## config.mk

```make
export PLATFORM = sky130hd
export DESIGN_NAME = can_hdr_tx_flat
export DESIGN_NICKNAME = d
export VERILOG_FILES = /design/src/rtl/can_pkg.sv /design/src/rtl/can_hdr_tx_if.sv /design/src/rtl/can_hdr_tx_stuff_gen.sv /design/src/rtl/can_hdr_tx.sv /design/src/flat_wrapper.sv
export SDC_FILE = /design/constraint.sdc
export NUM_CORES = 1
export LEC_CHECK = 0
export BUFFER_PORTS_ARGS = -buffer_cell sky130_fd_sc_hd__buf_2
export CORE_MARGIN = 8
export CORE_UTILIZATION = 56
export DETAILED_ROUTE_END_ITERATION = 7
export HOLD_SLACK_MARGIN = 0.15
export MAX_ROUTING_LAYER = met4
export PLACE_DENSITY = 0.82
export SLEW_MARGIN = 40
export SYNTH_ARGS = -nofsm -noshare
export SYNTH_HDL_FRONTEND = slang
export SYNTH_HIERARCHICAL = 1
export SYNTH_SLANG_ARGS = --single-unit
```

## constraint.sdc

```tcl
create_clock -name clk -period 2.4 [get_ports clk]
set_input_delay 0.36 -clock clk [delete_from_list [all_inputs] [get_ports clk]]
set_output_delay 0.36 -clock clk [all_outputs]
set_load 0.01 [all_outputs]
```

## src/rtl/can_pkg.sv

```systemverilog
// can_pkg: field widths and FSM state type shared by the CAN transmit blocks
package can_pkg;
  localparam int ID_LEN = 11;
  localparam int DLC_LEN = 4;
  localparam int HDR_LEN = 19;
  localparam int STUFF_RUN = 5;
  typedef enum logic [2:0] {s_idle, s_arm, s_hdr, s_stuff, s_finish} canHdrTx_t;
endpackage

```

## src/rtl/can_hdr_tx_if.sv

```systemverilog
// can_hdr_tx_if: frame-controller bus of can_hdr_tx; CAN_HDR_TX_STUFF_ERR_EN adds injectStuffErr
interface can_hdr_tx_if;
  import can_pkg::*;
  logic enable;
  logic bitPulse;
  logic [ID_LEN-1:0] canId;
  logic rtr;
  logic [DLC_LEN-1:0] dlc;
  logic dOut;
  logic txActive;
  logic completeTx;
  logic [2:0] stuffCount;
  logic [4:0] bitCount;
`ifdef CAN_HDR_TX_STUFF_ERR_EN
  logic injectStuffErr;
  modport master(output enable, bitPulse, canId, rtr, dlc, injectStuffErr,
                 input dOut, txActive, completeTx, stuffCount, bitCount);
  modport slave(input enable, bitPulse, canId, rtr, dlc, injectStuffErr,
                output dOut, txActive, completeTx, stuffCount, bitCount);
`else
  modport master(output enable, bitPulse, canId, rtr, dlc,
                 input dOut, txActive, completeTx, stuffCount, bitCount);
  modport slave(input enable, bitPulse, canId, rtr, dlc,
                output dOut, txActive, completeTx, stuffCount, bitCount);
`endif
endinterface

```

## src/rtl/can_hdr_tx_stuff_gen.sv

```systemverilog
// stuff_gen: tracks the run of equal transmitted bits and flags when bitIn would complete a stuffable run
module stuff_gen
  import can_pkg::*;
(
  input  logic clk,
  input  logic resetN,
  input  logic load,
  input  logic step,
  input  logic bitIn,
  output logic lastBit,
  output logic stuffDue
);
  logic [2:0] runLen;
  assign stuffDue = bitIn == lastBit && runLen == 3'(STUFF_RUN - 1);
  always_ff @(posedge clk)
    if (!resetN) begin
      lastBit <= 1'b1;
      runLen <= '0;
    end else if (load || step) begin
      lastBit <= bitIn;
      runLen <= (step && bitIn == lastBit) ? runLen + 3'd1 : 3'd1;
    end
endmodule

```

## src/rtl/can_hdr_tx.sv

```systemverilog
// can_hdr_tx: serializes SOF..DLC with bit stuffing; CAN_HDR_TX_STUFF_ERR_EN enables stuff-error injection
module can_hdr_tx
  import can_pkg::*;
(
  input logic clk,
  input logic resetN,
  can_hdr_tx_if.slave bus
);
  canHdrTx_t state, stateNext;
  logic [HDR_LEN-1:0] hdrR;
  logic [4:0] hdrIdx;
  logic load, step, drive, txBit, lastBit, stuffDue, errNow, hdrDone, capture;
  assign hdrDone = hdrIdx == 5'(HDR_LEN);
  assign capture = state == s_idle && bus.enable;
  assign drive = load || step;
`ifdef CAN_HDR_TX_STUFF_ERR_EN
  logic errArmed;
  assign errNow = errArmed;
  always_ff @(posedge clk)
    if (!resetN) errArmed <= 1'b0;
    else if (capture) errArmed <= bus.injectStuffErr;
    else if (state == s_stuff && drive) errArmed <= 1'b0;
`else
  assign errNow = 1'b0;
`endif
  assign txBit = state == s_stuff ? (errNow ? lastBit : ~lastBit) : hdrR[HDR_LEN-1];
  stuff_gen u_stuff (
    .clk(clk),
    .resetN(resetN),
    .load(load),
    .step(step),
    .bitIn(txBit),
    .lastBit(lastBit),
    .stuffDue(stuffDue)
  );
  always_ff @(posedge clk)
    if (!resetN) state <= s_idle;
    else state <= stateNext;
  // SOF and stuff bits restart the run; header bits extend it
  always_comb begin
    stateNext = state;
    load = 1'b0;
    step = 1'b0;
    case (state)
      s_idle: stateNext = bus.enable ? s_arm : s_idle;
      s_arm:
        if (!bus.enable) stateNext = s_idle;
        else if (bus.bitPulse) begin
          load = 1'b1;
          stateNext = s_hdr;
        end
      s_hdr:
        if (!bus.enable) stateNext = s_idle;
        else if (bus.bitPulse) begin
          step = !hdrDone;
          stateNext = hdrDone ? s_finish : stuffDue ? s_stuff : s_hdr;
        end
      s_stuff:
        if (!bus.enable) stateNext = s_idle;
        else if (bus.bitPulse) begin
          load = 1'b1;
          stateNext = hdrDone ? s_finish : s_hdr;
        end
      s_finish: stateNext = bus.enable ? s_finish : s_idle;
      default: stateNext = s_idle;
    endcase
  end
  // a trailing stuff bit is held until the next bit time, then the line goes recessive
  always_ff @(posedge clk)
    if (!resetN) begin
      hdrR <= '0;
      hdrIdx <= '0;
      bus.dOut <= 1'b1;
      bus.txActive <= 1'b0;
      bus.completeTx <= 1'b0;
      bus.stuffCount <= '0;
      bus.bitCount <= '0;
    end else begin
      if (capture) begin
        hdrR <= {1'b0, bus.canId, bus.rtr, 2'b00, bus.dlc};
        hdrIdx <= '0;
        bus.bitCount <= '0;
        bus.stuffCount <= '0;
        bus.txActive <= 1'b1;
        bus.completeTx <= 1'b0;
      end
      if (drive) begin
        bus.dOut <= txBit;
        bus.bitCount <= bus.bitCount + 5'(bus.bitCount != 5'd31);
      end
      if (drive && state != s_stuff) begin
        hdrR <= hdrR << 1;
        hdrIdx <= hdrIdx + 5'd1;
      end
      if (drive && state == s_stuff) bus.stuffCount <= bus.stuffCount + 3'(bus.stuffCount != 3'd7);
      if (state == s_finish && bus.bitPulse) bus.dOut <= 1'b1;
      if (stateNext == s_finish && state != s_finish) begin
        bus.completeTx <= 1'b1;
        bus.txActive <= 1'b0;
        if (state == s_hdr) bus.dOut <= 1'b1;
      end
      if (stateNext == s_idle && state != s_idle) begin
        bus.dOut <= 1'b1;
        bus.txActive <= 1'b0;
        bus.completeTx <= 1'b0;
      end
    end
endmodule

```

## src/flat_wrapper.sv

```systemverilog
// flat-port wrapper written by rule: the top's interface ports become plain ports
module can_hdr_tx_flat import can_pkg::*;
  (clk, resetN, bus_enable, bus_bitPulse, bus_canId, bus_rtr, bus_dlc, bus_dOut, bus_txActive, bus_completeTx, bus_stuffCount, bus_bitCount);
  can_hdr_tx_if bus_i ();
  input logic clk;
  input logic resetN;
  input wire logic [$bits(bus_i.enable)-1:0] bus_enable;
  input wire logic [$bits(bus_i.bitPulse)-1:0] bus_bitPulse;
  input wire logic [$bits(bus_i.canId)-1:0] bus_canId;
  input wire logic [$bits(bus_i.rtr)-1:0] bus_rtr;
  input wire logic [$bits(bus_i.dlc)-1:0] bus_dlc;
  output wire logic [$bits(bus_i.dOut)-1:0] bus_dOut;
  output wire logic [$bits(bus_i.txActive)-1:0] bus_txActive;
  output wire logic [$bits(bus_i.completeTx)-1:0] bus_completeTx;
  output wire logic [$bits(bus_i.stuffCount)-1:0] bus_stuffCount;
  output wire logic [$bits(bus_i.bitCount)-1:0] bus_bitCount;
  assign bus_i.enable = bus_enable;
  assign bus_i.bitPulse = bus_bitPulse;
  assign bus_i.canId = bus_canId;
  assign bus_i.rtr = bus_rtr;
  assign bus_i.dlc = bus_dlc;
  assign bus_dOut = bus_i.dOut;
  assign bus_txActive = bus_i.txActive;
  assign bus_completeTx = bus_i.completeTx;
  assign bus_stuffCount = bus_i.stuffCount;
  assign bus_bitCount = bus_i.bitCount;
  can_hdr_tx u_core (.clk(clk), .resetN(resetN), .bus(bus_i));
endmodule
```

After elaboration in Yosys (flattened, before gate mapping)
Cells that the tools add are included.
{"block": "word_totals", "reg_bits": 42, "out_inout_bits": 11, "wordCells": 83}
{"block": "op_classes", "add_sub_neg": 4, "eq_ne": 12, "muxes": 33, "n_bitwise": 2, "reduce_logical": 21}
{"op": "2-to-1 mux 19 bit", "count": 2}
{"op": "2-to-1 mux 3 bit", "count": 12}
{"op": "2-to-1 mux 1 bit", "count": 15}
{"op": "2-to-1 mux 5 bit", "count": 3}
{"op": "case mux 3 bit (5 select lines)", "count": 1}
{"op": "== test 3 bit, second input constant", "count": 3}
{"op": "logical AND 1 bit", "count": 8}
{"op": "nonzero test 2 bit", "count": 4}
{"op": "== test 3 x 2 -> 1 bit, second input constant", "count": 2}
{"op": "logical NOT 3 bit", "count": 2}
{"op": "inequality test 3 bit, second input constant", "count": 2}
{"op": "OR reduction 2 bit", "count": 3}
{"op": "adder 5 x 1 -> 5 bit", "count": 1}
{"op": "adder 5 x 1 -> 5 bit, second input constant", "count": 1}
{"op": "== test 5 bit, second input constant", "count": 1}
{"op": "inequality test 5 bit, second input constant", "count": 1}
{"op": "adder 3 x 1 -> 3 bit", "count": 1}
{"op": "adder 3 x 1 -> 3 bit, second input constant", "count": 1}
{"op": "== test 3 x 1 -> 1 bit, second input constant", "count": 1}
{"op": "inequality test 3 x 2 -> 1 bit, second input constant", "count": 1}
{"op": "nonzero test 3 bit", "count": 1}
{"op": "OR reduction 3 bit", "count": 1}
{"op": "NOT 1 bit", "count": 2}
{"op": "== test 1 bit", "count": 1}
{"op": "other kinds (2)", "count": 2}

Depth between registers and ports, before layout
Gate-level depths: netlist (run 1).
{"block": "depth", "word_depth": 12, "ltp_mapped": 7, "depth_no_buf": 7}

Cells and area by module
Netlist (run 1), hierarchy kept.
{"module": "can_hdr_tx", "instances": 1, "cells_each": 235, "area_each_um2": 1916.8, "seq_area_each_um2": 760.7}
{"module": "stuff_gen", "instances": 1, "cells_each": 23, "area_each_um2": 211.5, "seq_area_each_um2": 80.1}

Worst setup path before layout (run 1)
OpenSTA, ideal clock, no wires.
{"block": "synth_path", "path_type": "register to register", "start": "reg u_core.hdrIdx[0]", "end": "reg u_core.u_stuff.runLen[1]", "setup_time_ps": 116, "t_arrival_ps": 1847, "t_required_ps": 2284, "path_slack_ps": 437, "path_stages_with_launch": 7, "n_path_buf": 0, "path_cell_list": "dfxtp_1 -> ha_1 -> nor4bb_1 -> nor4b_1 -> nor2_1 -> a32oi_1 -> nor2_1"}
{"block": "synth_via", "elab_chain_cells": 7}
{"item": "from (decl)", "line_no": "can_hdr_tx.sv:11", "rtl": "logic [4:0] hdrIdx;"}
{"item": "from (signal assigned)", "line_no": "can_hdr_tx.sv:93", "rtl": "hdrIdx <= hdrIdx + 5'd1;"}
{"item": "== test 5 bit (*)", "line_no": "can_hdr_tx.sv:13", "rtl": "assign hdrDone = hdrIdx == 5'(HDR_LEN);"}
{"item": "logical NOT 1 bit (*)", "line_no": "can_hdr_tx.sv:55", "rtl": "step = !hdrDone;"}
{"item": "2-to-1 mux 1 bit (*)", "line_no": "can_hdr_tx.sv:54", "rtl": "else if (bus.bitPulse) begin"}
{"item": "2-to-1 mux 1 bit (*)", "line_no": "can_hdr_tx.sv:53", "rtl": "if (!bus.enable) stateNext = s_idle;"}
{"item": "2-to-1 mux 1 bit (*)", "line_no": "can_hdr_tx.sv:44", "rtl": "case (state)"}
{"item": "named net u_core.step", "line_no": "can_hdr_tx.sv:12", "rtl": "logic load, step, drive, txBit, lastBit, stuffDue, errNow, hdrDone, capture;"}
{"item": "logical AND 1 bit", "line_no": "can_hdr_tx_stuff_gen.sv:21", "rtl": "runLen <= (step && bitIn == lastBit) ? runLen + 3'd1 : 3'd1;"}
{"item": "2-to-1 mux 3 bit", "line_no": "can_hdr_tx_stuff_gen.sv:21"}
{"item": "to (signal assigned)", "line_no": "can_hdr_tx_stuff_gen.sv:21"}
{"item": "to (decl)", "line_no": "can_hdr_tx_stuff_gen.sv:13", "rtl": "logic [2:0] runLen;"}
The timed path passes the listed nets; every way through them passes the cells marked *.
A chain may end at the register's enable or synchronous reset.

Worst setup path in the final report (run 1)
{"block": "layout_path", "start": "reg u_core.hdrIdx[0]", "end": "reg u_core.bus.dOut"}
{"block": "layout_via", "elab_chain_cells": 10}
{"item": "== test 5 bit (*)", "line_no": "can_hdr_tx.sv:13"}
{"item": "parallel branches: the longest is 9 deep, another holds case mux 3 bit (5 select lines)"}
{"item": "to (signal assigned)", "line_no": "can_hdr_tx.sv:88", "rtl": "bus.dOut <= txBit;"}
{"item": "to (decl)", "line_no": "can_hdr_tx_if.sv:24", "rtl": "output dOut, txActive, completeTx, stuffCount, bitCount);"}
Mark *: on every way between the ends.

==> reports/qor.yml, run 1 <==
die_area_sq_um: 6030
combPwrFrac_pct: 10.5
async_flop_share_pct: 0
whs_endpoint: "u_core/hdrR[3]$_SDFFE_PN0P_"
cp_data_required_time_ns: 2.58
worstSetupStartpointType: "register"
avgSynthCellArea_sq_um: 8.25
grt_start_max_net_pins: 31
max_slew_margin_pct: 63.0
drive_gt1_share_pct: 18.2
yosysUniqueCellTypes: 45
grt_overflow: 0
cpPeakStageDelay_ns: 0.43
wl_met1_um: 2150
synthTopCellsByArea: "dfxtp_1 (40%), nand2_1 (8.3%), a311oi_1 (7.0%)"
cp_slowest_cell: "a41oi_4"
rows: 22
numPortBuffers: 30
layout_common_cells: "nand2_1 (47), dfxtp_1 (42), buf_2 (30)"
drt_wl_total_um: 4510
cp_num_buf_inv: 0
rr_endpoint: "u_core/bus.dOut$_SDFF_PP1_"
top_layer: "met4"
die_h_um: 77.7
areaGrowthSynthToFinish_pct: 12.1
synth_edf_count: 0
ir_worst_vdd_v: 0.000355
synth_top_cell_by_area: "dfxtp_1"
seqPwrFrac_pct: 56.7
antenna_found_initial: 0
gp_congestion: 0.796
fmax_ghz: 0.478
firstDrtPassIters: 4
clkPwrFrac_pct: 32.8
reg2reg_slack_ns: 0.31
routed-wl-met3_um: 169
mappedNetlistArea_sq_um: 2130
netlist_instances: 258
r2r_cells: 5
synth_seq_cells: 42
insertion_delay_ns: 0.29
vias_per_cell: 5.76
core-area_sq_um: 3660
cts_setup_buffers: 0
fin_crit_sh_pct: 87.3
cp_max_fo: 12
wl_met2_um: 2140
cpLargestDelayFamily: "simple AND/OR/NAND/NOR gates"
drc: 0
n_antenna_cell: 0
cts_sinks: 42
avgRoutedWirePerCell_um: 13.5
place_inst: 326
antenna_left: 0
grt_first_pass_wirelength_um: 8020
hold_path_startpoint: "bus_dlc[3]"
ys_seq_area_share_pct: 39.5
htreeDepth: 2
yosysTopAreaCellShare_pct: 39.5
swShare_pct: 25.7
clk_pin_slew_ns: 0.08
status: "finished clean"
path_cells: "ha_1 -> nand4bb_1 -> a41oi_4 -> mux2_2 -> or3_1"
grt_usage_pct: 16.0
synth_flop_cell: "dfxtp_1"
final_max_slew_viol_count: 0
hold_viol_final: 0
initial_utilization_pct: 58.1
hold_path_class: "input port to register"
syn_nets: 285
holdPathStages: 3
cts_tree: "yes"
final_util_pct: 65.2
fin_tns_setup_ns: 0
fin_worst_skew_ns: 0.00374
io_pins: 31
r2r_start: "u_core/hdrIdx[0]$_SDFFE_PN0P_"
cts_inserted_buffers: 5
first_iter_violations: 164
vias: 1919
fin_cells: 333
cap_violations: 0
crit_path_end_kind: "register"
layout_commonest_cell: "nand2_1"
critPathArrivalTime_ns: 2.27
internal_power_uw: 975
whs_ns: 0.324
dieWidth_um: 77.7
cts_buffer_depth: 2
tightestPinTransition_ns: 0.555
holdBufCountCts: 0
nets: 312
ys_warn_count: 6
dp_hpwl_um: 3170
layout_min_cycle_time_ns: 2.09
cts_resized: 0
power.leakage_uw: 0.000966
rsz0062_at_grt: "false"
root_buffer: "clkbuf_8"
p_per_area_nw_per_um2: 550
crit_type: "register to register"
power_switching_uw: 337
grt_pass1_vias: 1851
finalSetupViolCount: 0
==> cell families (layout without fill, tap and decap cells) <==
family	after synthesis	after routing	share of synthesized area (%)
compound gates	49	49	17.8
xor+xnor	3	3	1.59
simple gates	128	128	30.0
buf+inv	26	53	5.53
mux	3	3	1.47
fa+ha+maj	7	7	4.12
flops	42	42	39.5
==> worst register-to-register path, delay by kind of cell, from the launching register on <==
kind | cells | cell delay [ns]
mux | 1 | 0.37
simple gates | 2 | 0.56
compound gates | 1 | 0.44
fa+ha+maj | 1 | 0.23
flops | 1 | 0.37
==> synthesized netlist by cell type, types with 2 or more instances <==
cell / n
inv_1: 9
or4_1: 2
nand3b_1: 2
and2_1: 4
nor3b_1: 2
nor2_1: 21
o211ai_1: 3
dfxtp_1: 42
buf_2: 7
a21o_1: 2
nand4b_1: 2
nor3_1: 4
or2_2: 2
a32oi_1: 2
nor2b_1: 3
nand2_1: 47
clkbuf_1: 8
a31oi_1: 5
o21ai_0: 3
ha_1: 7
a311oi_1: 17
or3_1: 4
mux2i_1: 2
nand4_1: 4
nand3_1: 22
nand4bb_1: 2
a21oi_1: 11
xor2_1: 2
==> worst max-delay path by stage <==
| stage | startpoint | endpoint | slack [ns] | cells past startpoint |
|---|---|---|---|---|
| after detailed placement | u_core/hdrIdx[0]$_SDFFE_PN0P_ | u_core/bus.dOut$_SDFF_PP1_ | 0.32 | 5 |
| after CTS | u_core/hdrIdx[0]$_SDFFE_PN0P_ | u_core/bus.dOut$_SDFF_PP1_ | 0.32 | 5 |
| after global placement | u_core/hdrIdx[0]$_SDFFE_PN0P_ | u_core/bus.dOut$_SDFF_PP1_ | 0.39 | 5 |
| after global routing | u_core/hdrIdx[0]$_SDFFE_PN0P_ | u_core/bus.dOut$_SDFF_PP1_ | 0.13 | 5 |
| after floorplan | u_core/hdrIdx[0]$_SDFFE_PN0P_ | u_core/u_stuff/runLen[1]$_SDFFE_PN0P_ | 0.44 | 6 |
| final | u_core/hdrIdx[0]$_SDFFE_PN0P_ | u_core/bus.dOut$_SDFF_PP1_ | 0.31 | 5 |
==> metrics by stage <==
stage | cell area (sq um) | worst slack [ns] | total power, uW
2_1_floorplan | 2130 | 0.437 | 853
3_3_place_gp | 2310 | 0.393 | 895
3_5_place_dp | 2310 | 0.323 | 898
4_1_cts | 2390 | 0.317 | 1320
5_1_grt | 2390 | 0.127 | 1370
6_report | 2390 | 0.306 | 1310
==> routing by layer <==
layer	global-route usage (%)	up-vias
met4	5.28	0
met5	-	-
met3	3.69	5
met2	25.2	33
met1	19.6	898
li1	-	983
==> flip-flops by register name, indices dropped and copies added, names as in the netlist <==
signal                  cells
u_core/hdrR                19
u_core/bus.bitCount         5
u_core/hdrIdx               5
u_core/bus.stuffCount       3
u_core/state                3
u_core/u_stuff/runLen       3
u_core/bus.completeTx       1
u_core/bus.dOut             1
u_core/bus.txActive         1
u_core/u_stuff/lastBit      1
==> power by group through the flow <==
| stage | Clock, uW | Combinational, uW | Sequential [uW] |
|---|---|---|---|
| global route | 462 | 156 | 750 |
| detailed placement | 0 | 138 | 760 |
| global placement | 0 | 136 | 760 |
| finish | 430 | 138 | 744 |
| CTS | 435 | 139 | 744 |
| floorplan | 0 | 98.3 | 755 |
==> cell type report <==
| type | instances | area, sq um |
|---|---|---|
| fill | 329 | 1270 |
| sequential | 42 | 841 |
| clock inverter | 2 | 10.0 |
| clock buffer | 5 | 68.8 |
| tap | 48 | 60.1 |
| multi-input combinational | 190 | 1170 |
| inverter | 9 | 33.8 |
| timing repair buffer | 37 | 203 |
(Power assumes the default switching activity.)
==> run 2: changes to the inputs <==
Settings changed: CORE_UTILIZATION 56 to 61, GPL_TIMING_DRIVEN set to 0, PLACE_DENSITY 0.82 to 0.88, SETUP_SLACK_MARGIN set to 0.5.
Clock period 2.4 ns to 2.5 ns, I/O delays scaled along.
==> run 2 against run 1 <==
Against the previous run:
- total power down 1.9%
- combinational power rose by 6%
- first-iteration DRC count up 13%
- die area down 6.5%
- cell area is 2.5% higher
- critical endpoint unchanged
==> reports/qor.yml, run 2 (same netlist as run 1, synthesis figures left out) <==
status: "finished clean"
vias_per_cell: 5.86
finalWorstSetupSlack_ns: 0.606
layout_common_cells: "nand2_1 (47), dfxtp_1 (42), buf_2 (37)"
crit_type: "register to register"
cp_num_buf_inv: 0
grt_usage_pct: 18.9
cpPeakStageDelay_ns: 0.39
antenna_found_initial: 0
clkPwrFrac_pct: 33.3
swShare_pct: 25.1
initial_utilization_pct: 63.8
rows: 21
ir_worst_vdd_v: 0.000423
cap_violations: 0
crit_path_end_kind: "register"
tightestPinTransition_ns: 0.529
max_slew_margin_pct: 64.3
critPathArrivalTime_ns: 2.16
die_area_sq_um: 5630
final_util_pct: 73.3
fmax_ghz: 0.528
firstDrtPassIters: 4
fin_worst_skew_ns: 0.0151
grt_first_pass_wirelength_um: 8180
cp_data_required_time_ns: 2.76
cp_max_fo: 5
numPortBuffers: 30
combPwrFrac_pct: 11.3
cp_slowest_cell: "dfxtp_1"
layout_min_cycle_time_ns: 1.89
core-area_sq_um: 3340
drive_gt1_share_pct: 19.5
nets: 323
hold_path_class: "input port to register"
gp_congestion: 0.835
p_per_area_nw_per_um2: 527
avgRoutedWirePerCell_um: 14.4
fin_tns_setup_ns: 0
power.leakage_uw: 0.000977
worstSetupStartpointType: "register"
cts_buffer_depth: 2
rsz0062_at_grt: "false"
drc: 0
holdBufCountCts: 0
areaGrowthSynthToFinish_pct: 14.9
final_max_slew_viol_count: 0
power_switching_uw: 323
internal_power_uw: 965
first_iter_violations: 185
grt_start_max_net_pins: 13
grt_overflow: 0
io_pins: 31
htreeDepth: 2
dp_hpwl_um: 3580
vias: 2010
cts_tree: "yes"
drt_wl_total_um: 4950
finalSetupViolCount: 0
path_cells: "ha_2 -> nand4bb_1 -> a41oi_4 -> mux2_2 -> or3_1"
dieWidth_um: 75.1
insertion_delay_ns: 0.36
cts_sinks: 42
n_antenna_cell: 0
cpLargestDelayFamily: "simple AND/OR/NAND/NOR gates"
root_buffer: "clkbuf_4"
clk_pin_slew_ns: 0.13
antenna_left: 0
hold_viol_final: 0
fin_crit_sh_pct: 75.8
dp_worst_setup_slack_ns: 0.479
layout_commonest_cell: "nand2_1"
reg_top3: "u_core/hdrR (19), u_core/bus.bitCount (5), u_core/hdrIdx (5)"
die_h_um: 75.1
cts_inserted_buffers: 5
seqPwrFrac_pct: 55.3
largest_reg_flops: 19
grt_pass1_vias: 1862
top_register: "u_core/hdrR"
## run 2: cell count changes in the layout (fill, tap and decap cells not counted), sizes merged
| cell | before | now |
|---|---|---|
| clkinv | 2 | 0 |
| bufinv | 0 | 1 |
| buf | 37 | 40 |
| clkbuf | 5 | 15 |
## run 2: repair_timing
action,CTS,global route
setup endpoints to repair,0,10
gates resized for setup,0,4
buffers inserted,0,1
## run 2: final cells by class
| type | instances | area, sq um |
|---|---|---|
| inverters | 9 | 33.8 |
| fillers | 275 | 892 |
| flip-flops and latches | 42 | 841 |
| clock inverters | 1 | 30.0 |
| plain buffers | 17 | 83.8 |
| multi-input cells | 190 | 1200 |
| clock buffers | 7 | 45.0 |
| well taps | 46 | 57.6 |
| repair buffers | 31 | 158 |
## run 2: stage by stage
stage,total power (uW),instances,cell area [sq um],hold slack [ns]
after floorplan,819,258,2130,0.432
after global placement,863,334,2340,0.441
after detailed placement,869,334,2340,0.458
after CTS,1290,342,2420,0.227
after global routing,1340,343,2440,0.244
final,1290,343,2440,0.250
## run 2: path summary, 6_finish.rpt
kind	start	endpoint	slack, ns	cells past startpoint
max	u_core/hdrIdx[0]$_SDFFE_PN0P_	u_core/bus.dOut$_SDFF_PP1_	0.61	5
min	resetN	u_core/u_stuff/lastBit$_SDFFE_PN1P_	0.25	2
max reg2reg	u_core/hdrIdx[0]$_SDFFE_PN0P_	u_core/bus.dOut$_SDFF_PP1_	0.61	5
min reg2reg	u_core/hdrR[3]$_SDFFE_PN0P_	u_core/hdrR[4]$_SDFFE_PN0P_	0.48	2
## run 2: power groups by stage
stage	Sequential, uW	Combinational, uW	Clock (uW)
after floorplan	724	94.4	0
after global placement	726	137	0
after detailed placement	726	143	0
after CTS	712	143	436
after global routing	716	163	459
final	712	146	429
## run 2: metal layers
metal	wire [um]	up-vias	track usage, %
met5	0	-	-
met4	51	0	5.65
met3	256	4	5.46
met2	2440	42	29.8
met1	2200	957	22.6
li1	-	1007	-
==> run 3: changes to the inputs <==
Settings changed: CORE_UTILIZATION 61 to 56, PLACE_DENSITY 0.88 to 0.82.
Clock period 2.5 ns to 1.9 ns, I/O delays scaled along.
==> run 3 against run 2 <==
Against the previous run:
- core utilization is 18 points higher
- worst setup slack got worse by 0.46 ns
- sequential share of layout area is 8.3 points lower
- combinational power increased to 2.5 times the previous value
- non-clock buffer count rose by 43
- first-iteration DRC count is 76% higher
- global-route usage grew 6.2 points
- largest cell class unchanged
- hold slack lost 0.029 ns
- fmax is 7.9% higher
- cell count is 13% higher
- via count is 33% higher
- clock-buffer cell count down 2
==> reports/qor.yml, run 3 (same netlist as run 1, synthesis figures left out) <==
cts_tree: "yes"
final_util_pct: 91.7
layout_min_cycle_time_ns: 1.76
fin_crit_sh_pct: 92.4
hold_path_class: "input port to register"
hold_path_startpoint: "bus_canId[1]"
cts_sinks: 42
avgRoutedWirePerCell_um: 24.5
ir_worst_vdd_v: 0.000675
reg2reg_slack_ns: 0.14
root_buffer: "clkbuf_8"
initial_utilization_pct: 58.1
critPathArrivalTime_ns: 2.01
cts_buffer_depth: 2
antenna_found_initial: 0
fin_worst_skew_ns: 0.0100
rsz0062_at_grt: "true"
insertion_delay_ns: 0.32
drc: 0
status: "finished clean"
holdBufCountCts: 0
grt_pass1_vias: 2434
r2r_start: "u_core/hdrIdx[0]$_SDFFE_PN0P_"
finalSetupViolCount: 0
n_antenna_cell: 0
grt_overflow: 0
drive_gt1_share_pct: 48.5
areaGrowthSynthToFinish_pct: 57.7
cap_violations: 0
worstSetupStartpointType: "register"
drt_wl_total_um: 9510
layout_common_cells: "nand2_1 (47), buf_2 (31), buf_4 (31)"
dieWidth_um: 77.7
cp_data_required_time_ns: 2.16
vias_per_cell: 6.88
fin_cells: 388
htreeDepth: 2
layout_commonest_cell: "nand2_1"
tightestPinTransition_ns: 0.601
dp_worst_setup_slack_ns: 0.113
io_pins: 31
place_area_sq_um: 2440
final_max_slew_viol_count: 0
cts_inserted_buffers: 5
place_inst: 336
firstDrtPassIters: 5
antenna_left: 0
max_slew_margin_pct: 59.9
first_iter_violations: 326
finalWorstSetupSlack_ns: 0.145
die_area_sq_um: 6030
p_per_area_nw_per_um2: 580
clk_pin_slew_ns: 0.10
fmax_ghz: 0.570
crit_path_start: "u_core/hdrIdx[0]$_SDFFE_PN0P_"
cp_max_fo: 8
fin_tns_setup_ns: 0
core-area_sq_um: 3660
grt_first_pass_wirelength_um: 12000
gp_congestion: 0.876
grt_start_max_net_pins: 16
final_area_sq_um: 3360
hold_viol_final: 0
grt_usage_pct: 25.1
numPortBuffers: 30
die_h_um: 77.7
crit_path_end_kind: "register"
top_register: "u_core/hdrR"
crit_type: "register to register"
vias: 2670
power.leakage_uw: 0.00132
reg_top3: "u_core/hdrR (19), u_core/bus.bitCount (5), u_core/hdrIdx (5)"
nets: 366
largest_reg_flops: 19
dp_hpwl_um: 3500
rows: 22
## run 3: critical path, stage by stage (launching register included)
cell and delay (ns):
dfxtp_4 0.38, ha_4 0.18, buf_12 0.12, inv_8 0.03
o211ai_4 0.34, buf_6 0.21, buf_16 0.13, nand4_1 0.15
nand2_1 0.14
## run 3: final timing paths
kind / endpoint / depth (start not counted)
hold / removal: u_core/hdrR[8]$_SDFFE_PN0P_ / 3
setup / recovery: u_core/hdrIdx[2]$_SDFFE_PN0P_ / 8
hold reg to reg: u_core/hdrR[4]$_SDFFE_PN0P_ / 2
setup reg to reg: u_core/hdrIdx[2]$_SDFFE_PN0P_ / 8
## run 3: final cells by class
class	instances	area (sq um)
multi-input cells	190	1520
clock buffers	5	68.8
repair buffers	74	616
fillers	139	304
flip-flops and latches	42	876
inverters	9	41.3
clock inverters	3	23.8
well taps	48	60.1
plain buffers	17	155
## run 3: power breakdown
group / switching, uW / internal (uW) / leakage, uW
registers: 29.7 / 906 / 0.000350
clock network: 380 / 264 / 0.0000408
logic: 196 / 172 / 0.000927
total: 605 / 1340 / 0.00132
## run 3: what timing repair did
item,in CTS,in global routing
endpoints found under the setup margin,42,42
gates resized for setup,63,42
cloned,6,1
buffers inserted,31,6
pin swaps,30,26
## run 3: metal layers
| layer | vias to the layer above | global-route usage (%) | wire [um] |
|---|---|---|---|
| met5 | - | - | 0 |
| met4 | 0 | 10.0 | 499 |
| met3 | 63 | 6.45 | 883 |
| met2 | 242 | 40.6 | 4480 |
| met1 | 1267 | 28.9 | 3650 |
| li1 | 1098 | - | - |
## run 3: per-stage QoR
step / hold WS (ns) / power [uW]
CTS: 0.221 / 1850
global placement: 0.443 / 1140
global route: 0.227 / 1990
floorplan: 0.357 / 1080
finish: 0.221 / 1950
detailed placement: 0.443 / 1150
